===== src/rtl/ram_arbiter.sv =====
// ram_arbiter: shares the single-port nibble work RAM between the CPU register
// datapath and one secondary requester (LCD scanout, debug/savestate port).
// The CPU owns the RAM in its register fetch/write microcode cycles; the
// secondary port uses the remaining cycles through a req/ack handshake, and a
// bounded-wait counter stalls the CPU when the secondary port is starved.
//
// state  | meaning
// -------+-----------------------------------------------------------
// S_IDLE | no secondary access in flight; may issue in a free slot
// S_RESP | secondary access issued last cycle; RAM data returns, ack
module ram_arbiter #(
    parameter int         ADDR_WIDTH      = 12,
    parameter int         DATA_WIDTH      = 4,
    parameter int         MAX_WAIT        = 8,
    parameter logic [1:0] CYCLE_REG_FETCH = 2'd1,
    parameter logic [1:0] CYCLE_REG_WRITE = 2'd3
) (
    input  logic                  i_clk,
    input  logic                  i_reset,
    input  logic [1:0]            i_current_cycle,
    input  logic                  i_cpu_halt,
    input  logic                  i_cpu_write_en,
    input  logic [ADDR_WIDTH-1:0] i_cpu_addr,
    input  logic [DATA_WIDTH-1:0] i_cpu_write_data,
    output logic [DATA_WIDTH-1:0] o_cpu_read_data,
    input  logic                  i_sec_req,
    input  logic                  i_sec_we,
    input  logic [ADDR_WIDTH-1:0] i_sec_addr,
    input  logic [DATA_WIDTH-1:0] i_sec_wdata,
    output logic                  o_sec_ack,
    output logic [DATA_WIDTH-1:0] o_sec_rdata,
    output logic                  o_cpu_stall,
    output logic [ADDR_WIDTH-1:0] o_ram_addr,
    output logic                  o_ram_we,
    output logic [DATA_WIDTH-1:0] o_ram_wdata,
    input  logic [DATA_WIDTH-1:0] i_ram_rdata
);

    // Counter holds 0..MAX_WAIT inclusive (saturates at MAX_WAIT).
    localparam int              WCW       = $clog2(MAX_WAIT + 1);
    localparam logic [WCW-1:0]  WAIT_MAX  = WCW'(MAX_WAIT);
    localparam logic [WCW-1:0]  WAIT_LAST = WCW'(MAX_WAIT - 1);

    typedef enum logic {
        S_IDLE = 1'b0,
        S_RESP = 1'b1
    } state_t;

    state_t                r_state;
    state_t                w_state_nxt;
    logic [WCW-1:0]        r_wait_cnt;
    logic                  r_cpu_stall;
    logic                  r_cpu_slot_d;
    logic [DATA_WIDTH-1:0] r_cpu_hold;
    logic                  r_sec_rd;
    logic [DATA_WIDTH-1:0] r_sec_hold;

    logic                  w_cpu_slot;
    logic                  w_issue;
    logic                  w_wait;

    // A stalled or halted CPU gives up its slot so the secondary can issue.
    assign w_cpu_slot = !i_cpu_halt && !r_cpu_stall &&
                        ((i_current_cycle == CYCLE_REG_FETCH) ||
                         (i_current_cycle == CYCLE_REG_WRITE));
    assign w_issue    = (r_state == S_IDLE) && i_sec_req && !w_cpu_slot;
    assign w_wait     = (r_state == S_IDLE) && i_sec_req &&  w_cpu_slot;

    // State register.
    always_ff @(posedge i_clk or posedge i_reset) begin
        if (i_reset) begin
            r_state <= S_IDLE;
        end else begin
            r_state <= w_state_nxt;
        end
    end

    // Next-state logic and RAM port mux; the CPU slot always has priority.
    always_comb begin
        w_state_nxt = r_state;
        o_ram_addr  = i_cpu_addr;
        o_ram_we    = 1'b0;
        o_ram_wdata = i_cpu_write_data;
        case (r_state)
            S_IDLE: if (w_issue) w_state_nxt = S_RESP;
            S_RESP: w_state_nxt = S_IDLE;
            default: w_state_nxt = S_IDLE;
        endcase
        if (w_cpu_slot) begin
            o_ram_we = i_cpu_write_en;
        end else if (w_issue) begin
            o_ram_addr  = i_sec_addr;
            o_ram_we    = i_sec_we;
            o_ram_wdata = i_sec_wdata;
        end
    end

    // Starvation tracking: count CPU-blocked request cycles, stall the CPU
    // once the budget is used so the very next cycle is free for the issue.
    always_ff @(posedge i_clk or posedge i_reset) begin
        if (i_reset) begin
            r_wait_cnt  <= '0;
            r_cpu_stall <= 1'b0;
        end else if (w_issue) begin
            r_wait_cnt  <= '0;
            r_cpu_stall <= 1'b0;
        end else if (w_wait) begin
            if (r_wait_cnt != WAIT_MAX) r_wait_cnt <= r_wait_cnt + 1'b1;
            if (r_wait_cnt >= WAIT_LAST) r_cpu_stall <= 1'b1;
        end else if ((r_state == S_IDLE) && !i_sec_req) begin
            // Request withdrawn before issue: abort, release any stall.
            r_wait_cnt  <= '0;
            r_cpu_stall <= 1'b0;
        end
    end

    // CPU read path: a hold register keeps CPU-visible data stable across
    // secondary accesses.
    always_ff @(posedge i_clk or posedge i_reset) begin
        if (i_reset) begin
            r_cpu_slot_d <= 1'b0;
            r_cpu_hold   <= '0;
        end else begin
            r_cpu_slot_d <= w_cpu_slot;
            if (r_cpu_slot_d) r_cpu_hold <= i_ram_rdata;
        end
    end

    // Secondary read path: remember the access type at issue, capture the
    // returning data at the end of RESP so it stays valid after the ack.
    always_ff @(posedge i_clk or posedge i_reset) begin
        if (i_reset) begin
            r_sec_rd   <= 1'b0;
            r_sec_hold <= '0;
        end else begin
            if (w_issue) r_sec_rd <= !i_sec_we;
            if ((r_state == S_RESP) && r_sec_rd) r_sec_hold <= i_ram_rdata;
        end
    end

    assign o_cpu_read_data = r_cpu_slot_d ? i_ram_rdata : r_cpu_hold;
    assign o_sec_ack       = (r_state == S_RESP);
    assign o_sec_rdata     = ((r_state == S_RESP) && r_sec_rd) ? i_ram_rdata : r_sec_hold;
    assign o_cpu_stall     = r_cpu_stall;

endmodule


===== config.mk =====
export PLATFORM = sky130hd
export DESIGN_NAME = ram_arbiter
export DESIGN_NICKNAME = d
export VERILOG_FILES = /design/src/rtl/ram_arbiter.sv
export SDC_FILE = /design/constraint.sdc
export NUM_CORES = 1
export LEC_CHECK = 0
export BUFFER_PORTS_ARGS = -buffer_cell sky130_fd_sc_hd__buf_2
export CORE_MARGIN = 2
export CORE_UTILIZATION = 42
export DETAILED_ROUTE_END_ITERATION = 10
export GPL_TIMING_DRIVEN = 0
export PLACE_DENSITY = 0.82
export SKIP_CTS_REPAIR_TIMING = 1
export SLEW_MARGIN = 10
export SYNTH_ARGS = -nofsm -noshare
export SYNTH_HDL_FRONTEND = slang
export SYNTH_SLANG_ARGS = --single-unit

===== constraint.sdc =====
create_clock -name i_clk -period 3.5 [get_ports i_clk]
set_clock_uncertainty 0.15 [all_clocks]
set_input_delay 0.35 -clock i_clk [delete_from_list [all_inputs] [get_ports i_clk]]
set_output_delay 0.35 -clock i_clk [all_outputs]
set_load 0.05 [all_outputs]

==> results of run 1 <==
==> flip-flops by register name (all words and copies together), names as in the netlist <==
signal	cells
o_sec_ack	1
r_sec_hold	4
r_wait_cnt	4
r_cpu_slot_d	1
r_sec_rd	1
o_cpu_stall	1
r_cpu_hold	4
==> per-stage QoR <==
step | util (%) | power, mW | hold slack [ns] | worst slack, ns | std cells
3_3_place_gp | 61.1 | 0.513 | 0.284 | 1.39 | 171
2_1_floorplan | - | 0.451 | 0.114 | 1.37 | 74
3_5_place_dp | 61.1 | 0.522 | 0.295 | 1.36 | 171
5_1_grt | 62.1 | 0.640 | 0.0230 | 1.01 | 174
6_report | 62.1 | 0.611 | -0.0396 | 1.09 | 174
4_1_cts | 62.1 | 0.615 | -0.0127 | 1.10 | 174
==> worst min-delay path by stage <==
stage	endpoint	slack, ns	cells past startpoint
5_1_grt	r_sec_hold[0]$_DFF_PP0_	0.02	2
2_1_floorplan	o_cpu_stall$_DFFE_PP0P_	0.11	1
6_report	r_sec_hold[0]$_DFF_PP0_	-0.04	2
3_3_place_gp	r_sec_hold[0]$_DFF_PP0_	0.28	2
4_1_cts	r_wait_cnt[3]$_DFFE_PP0P_	-0.01	2
3_5_place_dp	r_wait_cnt[3]$_DFFE_PP0P_	0.30	2
==> worst max-delay path, cell delays in order (launching register included) <==
cell and delay (ns):
dfrtp_1 0.44, nor3b_4 0.29, nor3b_2 0.08, buf_6 0.15
buf_12 0.15, mux2_4 0.29, buf_2 0.21
==> cell type report <==
type | instances | share of cell area (%)
timing repair buffer | 69 | 25.4
tap | 28 | 2.58
clock buffer | 3 | 1.66
sequential | 16 | 29.4
multi-input combinational | 48 | 36.3
inverter | 7 | 1.93
buffer | 3 | 2.67
==> power breakdown <==
part           total, mW  switching (mW)  internal, mW
Combinational      0.297           0.201        0.0951
Clock             0.0954          0.0554        0.0400
Sequential         0.219         0.00904         0.210
==> layer usage <==
metal | track usage [%] | up-vias
li1 | - | 416
met2 | 32.5 | 52
met1 | 20.3 | 398
met3 | 1.72 | 4
met5 | 0 | -
met4 | 7.89 | 0
==> cell families after synthesis <==
kind of cell	count (synthesis)	synth area share [%]
simple gates	10	8.50
buf+inv	10	6.54
fa+ha+maj	2	2.61
mux	25	32.0
flops	16	41.8
compound gates	11	8.50
==> synthesized netlist by cell type (2+ instances only) <==
cell / number / share of area [%]
o22ai_1: 2 / 1.3
a21oi_1: 2 / 1.0
mux2_2: 17 / 20
inv_1: 7 / 2.7
ha_1: 2 / 2.6
nand2_1: 2 / 0.78
dfrtp_1: 16 / 42
mux2_4: 7 / 11
==> results.sh, run 1 <==
export IMPL_fin_setup_tns_ns=0
export IMPL_endpoint="o_ram_addr[7]"
export IMPL_hold_slack_ns=-0.0396
export IMPL_dp_hpwl_um=2000
export IMPL_yosysSeqAreaShare_pct=41.8
export IMPL_max_freq_ghz=0.416
export IMPL_p_leak_nw=0.713
export IMPL_io_pins=71
export IMPL_dieArea_sq_um=2680
export IMPL_port_buffer_count=69
export IMPL_numCtsBuffers=3
export IMPL_endpoint_kind="primary output"
export IMPL_vias_per_cell=5.00
export IMPL_drv_slew=0
export IMPL_status="finished, violations left"
export IMPL_finalHoldViolations=16
export IMPL_register_area_sq_um=400
export IMPL_grt_pass1_wl_um=3510
export IMPL_syn_area_per_cell_sq_um=12.9
export IMPL_final_area_sq_um=1360
export IMPL_clockBufferDepth=2
export IMPL_wl_met1_um=897
export IMPL_relSlewSlack_pct=60.2
export IMPL_drcViolationCount=0
export IMPL_cts_tree="built"
export IMPL_wl_per_cell_um=13.6
export IMPL_grt_util_all_layers_pct=17.6
export IMPL_syn_area_sq_um=957
export IMPL_area_growth_pct=42.1
export IMPL_first_iter_violations=11
export IMPL_dr_total_vias=870
export IMPL_crit_required_ns=3.00
export IMPL_synth_cell_types=27
export IMPL_grt_remaining_overflow=0
export IMPL_violations="negative hold slack"
export IMPL_period_share_pct=68.8
export IMPL_highest_layer="met4"
export IMPL_cp_start_kind="flip-flop"
export IMPL_coreArea_sq_um=2190
export IMPL_worstMarginPinSlew_ns=0.597
export IMPL_peakVddDrop_mv=0.256
export IMPL_wl_met2_um=1280
export IMPL_cts_sinks=16
export IMPL_grt_pass1_vias=812
export IMPL_reg2reg_slack_ns=2.00
export IMPL_yosysWarningCount=0
export IMPL_finalNetCount=194
export IMPL_insertion_delay_ns=0.29
export IMPL_regToRegEndpoint="r_wait_cnt[0]$_DFFE_PP0P_"
export IMPL_fin_crit_ns=2.41
export IMPL_root_buffer="clkbuf_4"
export IMPL_ys_flop_type="dfrtp_1"
export IMPL_start_util_pct=43.7
export IMPL_n_antenna_cell=0
export IMPL_die_h_um=51.7
export IMPL_final_cell_mix="buf_2, mux2_2, dfrtp_1"
export IMPL_p_per_area_nw_per_um2=449
export IMPL_dieWidth_um=51.7
export IMPL_dr_pass1_iters=4
export IMPL_row_count=17
export IMPL_crit_fanout=10
export IMPL_cp_arrival_ns=1.91
export IMPL_timing_max_cap_violations=0
export IMPL_cts_clk_slew_worst_paths_ns=0.09
export IMPL_multiInputGateArea_sq_um=494
export IMPL_setup_viol=0
export IMPL_min_path_type="in -> async"
export IMPL_ff2ff_path_depth=5
export IMPL_place_gp_congestion=0.675
export IMPL_syn_inst=74
export IMPL_dpl_cell_area_sq_um=1340
export IMPL_setup_worst_path_start="o_cpu_stall$_DFFE_PP0P_"
export IMPL_path_class="reg -> out"
export IMPL_wl_met3_um=166
export IMPL_rsz0062_at_grt="false"
export IMPL_synth_fp_nets=120
export IMPL_postSynthRegisterBits=16
export IMPL_htree_levels=1
export IMPL_antenna_found_initial=0
export IMPL_wl_um=2380
export IMPL_layout_commonest_cell="buf_2"
export IMPL_nFillCells=192
export IMPL_ys_async_sr_fraction_pct=100
export IMPL_synth_edf_count=0
export IMPL_worstReg2RegStart="r_wait_cnt[0]$_DFFE_PP0P_"
export IMPL_grt_max_degree=17
export IMPL_drive_above_1_share_pct=71.9
export IMPL_drtAntennaViolNets=0
(Power assumes the default switching activity.)
==> run 2, diff against run 1 <==
--- a/config.mk
+++ b/config.mk
@@ -5,12 +5,13 @@
 export SDC_FILE = /design/constraint.sdc
 export NUM_CORES = 1
 export LEC_CHECK = 0
+export ABC_AREA = 1
 export BUFFER_PORTS_ARGS = -buffer_cell sky130_fd_sc_hd__buf_2
 export CORE_MARGIN = 2
-export CORE_UTILIZATION = 42
+export CORE_UTILIZATION = 39
 export DETAILED_ROUTE_END_ITERATION = 10
 export GPL_TIMING_DRIVEN = 0
-export PLACE_DENSITY = 0.82
+export PLACE_DENSITY = 0.77
 export SKIP_CTS_REPAIR_TIMING = 1
 export SLEW_MARGIN = 10
 export SYNTH_ARGS = -nofsm -noshare
==> constraint.sdc (replaced) <==
create_clock -name i_clk -period 2.5 [get_ports i_clk]
set_clock_uncertainty 0.15 [all_clocks]
set_input_delay 0.25 -clock i_clk [delete_from_list [all_inputs] [get_ports i_clk]]
set_output_delay 0.25 -clock i_clk [all_outputs]
set_load 0.05 [all_outputs]
==> results.sh, run 2 <==
export IMPL_path_buf_inv=3
export IMPL_cts_sinks=16
export IMPL_min_path_type="in -> reg"
export IMPL_crit_required_ns=2.10
export IMPL_endpoint_kind="primary output"
export IMPL_reg_top3="r_cpu_hold: 4 flops, r_sec_hold: 4 flops, r_wait_cnt: 4 flops"
export IMPL_coreArea_sq_um=2250
export IMPL_path_class="reg -> out"
export IMPL_dr_total_vias=1045
export IMPL_synth_area_leaders="dfrtp_1, nand2_1, inv_1, nand2_2, nand3_1"
export IMPL_row_count=17
export IMPL_insertion_delay_ns=0.28
export IMPL_finalHoldViolations=0
export IMPL_dp_hpwl_um=1900
export IMPL_ys_flop_type="dfrtp_1"
export IMPL_drcViolationCount=0
export IMPL_grt_pass1_wl_um=3590
export IMPL_grt_util_all_layers_pct=18.0
export IMPL_timing_max_cap_violations=0
export IMPL_synth_fp_nets=173
export IMPL_min_to="r_sec_rd$_DFFE_PP0P_"
export IMPL_final_cell_mix="buf_2, nand2_1, dfrtp_1"
export IMPL_grt_remaining_overflow=0
export IMPL_antenna_found_initial=0
export IMPL_slowest_stage="dfrtp_1"
export IMPL_root_buffer="clkbuf_4"
export IMPL_final_area_sq_um=1360
export IMPL_vias_per_cell=4.58
export IMPL_critical_path_max_stage_delay_ns=0.45
export IMPL_cts_tree="built"
export IMPL_fin_setup_tns_ns=0
export IMPL_relSlewSlack_pct=60.6
export IMPL_cp_start_kind="flip-flop"
export IMPL_drv_slew=0
export IMPL_yosysSeqAreaShare_pct=42.5
export IMPL_grt_max_degree=17
export IMPL_wl_um=2270
export IMPL_min_from="i_sec_we"
export IMPL_place_gp_congestion=0.814
export IMPL_max_freq_ghz=0.491
export IMPL_die_h_um=53.2
export IMPL_layout_commonest_cell="buf_2"
export IMPL_peakVddDrop_mv=0.374
export IMPL_regToRegEndpoint="r_wait_cnt[3]$_DFFE_PP0P_"
export IMPL_stdcell_count=228
export IMPL_fin_crit_ns=2.03
export IMPL_yosysMostFrequentCell="nand2_1"
export IMPL_dieWidth_um=53.2
export IMPL_syn_inst=127
export IMPL_grt_pass1_vias=910
export IMPL_p_per_area_nw_per_um2=632
export IMPL_ys_async_sr_fraction_pct=100
export IMPL_dr_pass1_iters=4
export IMPL_port_buffer_count=69
export IMPL_syn_area_per_cell_sq_um=7.42
export IMPL_start_util_pct=41.8
export IMPL_rsz0062_at_grt="false"
export IMPL_status="completed"
export IMPL_worstReg2RegStart="r_wait_cnt[0]$_DFFE_PP0P_"
export IMPL_cpLargestDelayFamily="buffers and inverters"
export IMPL_ff2ff_path_depth=7
export IMPL_setup_viol=0
export IMPL_cp_cell_sequence="nor2_4 > nand2_4 > inv_6 > buf_12 > nand2_1 > nand2_1 > buf_2"
export IMPL_worstMarginPinSlew_ns=0.591
export IMPL_fin_util_pct=60.1
export IMPL_wl_per_cell_um=9.96
export IMPL_register_area_sq_um=400
export IMPL_yosysWarningCount=0
export IMPL_drive_above_1_share_pct=42.5
export IMPL_nFillCells=230
export IMPL_synth_cell_types=18
export IMPL_p_leak_nw=0.832
export IMPL_reg2reg_slack_ns=1.00
export IMPL_io_pins=71
export IMPL_drtAntennaViolNets=0
export IMPL_area_growth_pct=43.8
export IMPL_first_iter_violations=12
export IMPL_cp_common_cell="nand2_1"
export IMPL_multiInputGateArea_sq_um=460
export IMPL_placed_cells=224
export IMPL_yosysTopAreaCellShare_pct=42.5
export IMPL_crit_fanout=10
export IMPL_dpl_cell_area_sq_um=1320
export IMPL_synth_edf_count=0
export IMPL_dieArea_sq_um=2820
export IMPL_finalNetCount=248
export IMPL_period_share_pct=81.4
export IMPL_clockBufferDepth=2
export IMPL_htree_levels=1
export IMPL_min_path_cells=2
export IMPL_n_antenna_cell=0
export IMPL_postSynthRegisterBits=16
export IMPL_cts_clk_slew_worst_paths_ns=0.08
export IMPL_yosys_top_cells_count="nand2_1, dfrtp_1, inv_1"
export IMPL_numCtsBuffers=3
export IMPL_synth_area_leader_cell="dfrtp_1"
export IMPL_syn_area_sq_um=942
export IMPL_cp_arrival_ns=1.63
run 2: changes by cell type after synthesis, sizes merged, moves of 2 or more:
cell	previous run	this run
a21oi	2	5
a22o	2	0
inv	7	12
mux2	24	2
nand2	2	68
nand3	1	6
nor2	1	6
nor3b	2	0
o21ai	1	5
o22ai	2	0
xor2	0	2
run 2: worst max-delay path by stage:
stage	start	slack, ns	depth (start not counted)	to
2_1_floorplan	o_sec_ack$_DFF_PP0_	-0.01	2	o_sec_rdata[0]
3_3_place_gp	o_sec_ack$_DFF_PP0_	0.78	7	o_ram_addr[5]
3_5_place_dp	o_sec_ack$_DFF_PP0_	0.75	7	o_ram_addr[5]
4_1_cts	o_sec_ack$_DFF_PP0_	0.43	7	o_ram_addr[5]
5_1_grt	o_sec_ack$_DFF_PP0_	0.32	7	o_ram_addr[5]
6_report	o_sec_ack$_DFF_PP0_	0.47	7	o_ram_addr[5]
run 2: logic make-up (layout without fill, tap and decap cells):
family          after synthesis  count (layout)  synth area share, %
compound gates               10              10                 5.31
xor+xnor                      2               2                 1.86
fa+ha+maj                     2               2                 2.66
buf+inv                      14              87                 8.63
flops                        16              16                 42.5
mux                           2               2                 2.39
simple gates                 81              81                 36.7
run 2: layout make-up:
cell class	instances	share of cell area, %
Timing Repair Buffer	70	26.2
Buffer	2	2.31
Clock buffer	3	1.66
Tap cell	28	2.59
Multi-Input combinational cell	97	34.0
Sequential cell	16	29.5
Inverter	12	3.69
run 2: report_power, final:
group	switching (mW)	internal, mW
Sequential	0.0143	0.295
Combinational	0.311	0.106
Clock	0.0746	0.0559
Total	0.400	0.457
run 2: through the flow:
| step | hold WS (ns) | power, mW | setup WS, ns |
|---|---|---|---|
| floorplan | 0.0137 | 0.626 | -0.0104 |
| global placement | 0.186 | 0.726 | 0.782 |
| detailed placement | 0.200 | 0.735 | 0.755 |
| CTS | -0.113 | 0.866 | 0.430 |
| global route | 0.0274 | 0.911 | 0.322 |
| finish | 0.0129 | 0.856 | 0.465 |
run 2: metal layers:
metal / share of wire (%) / routed length, um / GRT usage (%)
met1: 39 / 891 / 17.9
met2: 50 / 1140 / 34.0
met3: 9.1 / 206 / 3.95
met4: 1.5 / 33 / 9.83
met5: 0 / 0 / 0
==> run 3, diff against run 2 <==
==> constraint.sdc (replaced) <==
create_clock -name i_clk -period 2.1 [get_ports i_clk]
set_clock_uncertainty 0.15 [all_clocks]
set_input_delay 0.21 -clock i_clk [delete_from_list [all_inputs] [get_ports i_clk]]
set_output_delay 0.21 -clock i_clk [all_outputs]
set_load 0.05 [all_outputs]
==> results.sh, run 3 (synthesis results as in run 2) <==
export IMPL_status="completed"
export IMPL_final_area_sq_um=1380
export IMPL_p_per_area_nw_per_um2=744
export IMPL_final_cell_mix="buf_2, nand2_1, dfrtp_1"
export IMPL_dpl_cell_area_sq_um=1320
export IMPL_crit_fanout=10
export IMPL_min_path_cells=2
export IMPL_dieWidth_um=53.2
export IMPL_vias_per_cell=4.59
export IMPL_relSlewSlack_pct=60.6
export IMPL_cp_cell_sequence="nor2_4 > nand2_4 > inv_6 > buf_12 > nand2_2 > nand2_1 > buf_2"
export IMPL_grt_pass1_wl_um=3590
export IMPL_clockBufferDepth=2
export IMPL_ff2ff_path_depth=7
export IMPL_drcViolationCount=0
export IMPL_cpLargestDelayFamily="buffers and inverters"
export IMPL_min_to="r_sec_hold[3]$_DFF_PP0_"
export IMPL_cp_arrival_ns=1.60
export IMPL_endpoint_kind="primary output"
export IMPL_port_buffer_count=69
export IMPL_grt_max_degree=17
export IMPL_fin_crit_ns=1.96
export IMPL_worst_slack_ns=0.139
export IMPL_reg_top3="r_cpu_hold: 4 flops, r_sec_hold: 4 flops, r_wait_cnt: 4 flops"
export IMPL_dr_total_vias=1052
export IMPL_worstMarginPinSlew_ns=0.590
export IMPL_n_antenna_cell=0
export IMPL_path_class="reg -> out"
export IMPL_regToRegEndpoint="r_wait_cnt[3]$_DFFE_PP0P_"
export IMPL_peakVddDrop_mv=0.446
export IMPL_grt_pass1_vias=910
export IMPL_min_path_type="in -> reg"
export IMPL_timing_max_cap_violations=0
export IMPL_cp_start_kind="flip-flop"
export IMPL_numCtsBuffers=3
export IMPL_reg2reg_slack_ns=0.60
export IMPL_io_pins=71
export IMPL_grt_remaining_overflow=0
export IMPL_min_from="i_ram_rdata[3]"
export IMPL_power_total_mw=1.03
export IMPL_row_count=17
export IMPL_dp_slack_ns=0.395
export IMPL_crit_required_ns=1.74
export IMPL_rsz0062_at_grt="false"
export IMPL_drtAntennaViolNets=0
export IMPL_antenna_found_initial=0
export IMPL_coreArea_sq_um=2250
export IMPL_grt_util_all_layers_pct=18.0
export IMPL_drv_slew=0
export IMPL_root_buffer="clkbuf_4"
export IMPL_start_util_pct=41.8
export IMPL_dp_hpwl_um=1900
export IMPL_finalHoldViolations=0
export IMPL_cts_sinks=16
export IMPL_insertion_delay_ns=0.28
export IMPL_htree_levels=1
export IMPL_cts_clk_slew_worst_paths_ns=0.08
export IMPL_slowest_stage="dfrtp_2"
export IMPL_wl_per_cell_um=10.1
export IMPL_wl_um=2300
export IMPL_drive_above_1_share_pct=42.8
export IMPL_die_h_um=53.2
export IMPL_layout_commonest_cell="buf_2"
export IMPL_finalNetCount=249
export IMPL_worstReg2RegStart="r_wait_cnt[0]$_DFFE_PP0P_"
export IMPL_first_iter_violations=11
export IMPL_path_buf_inv=3
export IMPL_dieArea_sq_um=2820
export IMPL_critical_path_max_stage_delay_ns=0.45
export IMPL_cts_tree="built"
export IMPL_nFillCells=231
export IMPL_place_gp_congestion=0.814
export IMPL_area_growth_pct=46.6
export IMPL_setup_viol=0
export IMPL_p_leak_nw=0.838
export IMPL_max_freq_ghz=0.510
export IMPL_hold_slack_ns=0.0367
export IMPL_dr_pass1_iters=4
export IMPL_period_share_pct=93.4
run 3: worst register-to-register path, cell delays in order, from the launching register on:
cell and delay, ns:
dfrtp_1 0.41, inv_1 0.08, ha_1 0.20, nand3b_1 0.13
nand2_1 0.13, nor2_1 0.19, nand2_1 0.09, nand2_1 0.07
run 3: area by class of cell:
type	count	area, sq um	share of cell area (%)
plain buffers	2	31.3	2.26
clock buffers	3	22.5	1.63
inverters	12	50.0	3.62
multi-input cells	97	460	33.3
flip-flops and latches	16	402	29.1
well taps	28	35.0	2.54
repair buffers	71	380	27.5
run 3: stage by stage:
| stage | utilization, % | TNS [ns] | cells |
|---|---|---|---|
| floorplan | - | -2.34 | 127 |
| global placement | 58.7 | 0 | 224 |
| CTS | 59.7 | 0 | 227 |
| finish | 61.3 | 0 | 229 |
| global route | 61.3 | 0 | 229 |
| detailed placement | 58.7 | 0 | 224 |
run 3: how the worst max path moves through the flow:
| stage | from | end | cells after the start |
|---|---|---|---|
| floorplan | o_sec_ack$_DFF_PP0_ | r_sec_hold[0]$_DFF_PP0_ | 2 |
| global placement | o_sec_ack$_DFF_PP0_ | o_ram_addr[5] | 7 |
| detailed placement | o_sec_ack$_DFF_PP0_ | o_ram_addr[5] | 7 |
| CTS | o_sec_ack$_DFF_PP0_ | o_ram_addr[5] | 7 |
| global route | o_sec_ack$_DFF_PP0_ | o_ram_addr[5] | 7 |
| finish | o_sec_ack$_DFF_PP0_ | o_ram_addr[3] | 7 |
run 3: layer usage:
metal | vias up | global-route usage, % | share of wire [%]
li1 | 542 | - | -
met1 | 445 | 17.9 | 39
met2 | 61 | 34.0 | 51
met3 | 4 | 3.95 | 9.1
met4 | 0 | 9.83 | 1.4
met5 | - | 0 | 0
run 3: power breakdown:
group / internal [mW] / switching [mW] / leakage (nW)
Sequential: 0.351 / 0.0170 / 0.199
Clock: 0.0665 / 0.0890 / 0.0138
Combinational: 0.133 / 0.371 / 0.625
Total: 0.551 / 0.477 / 0.838
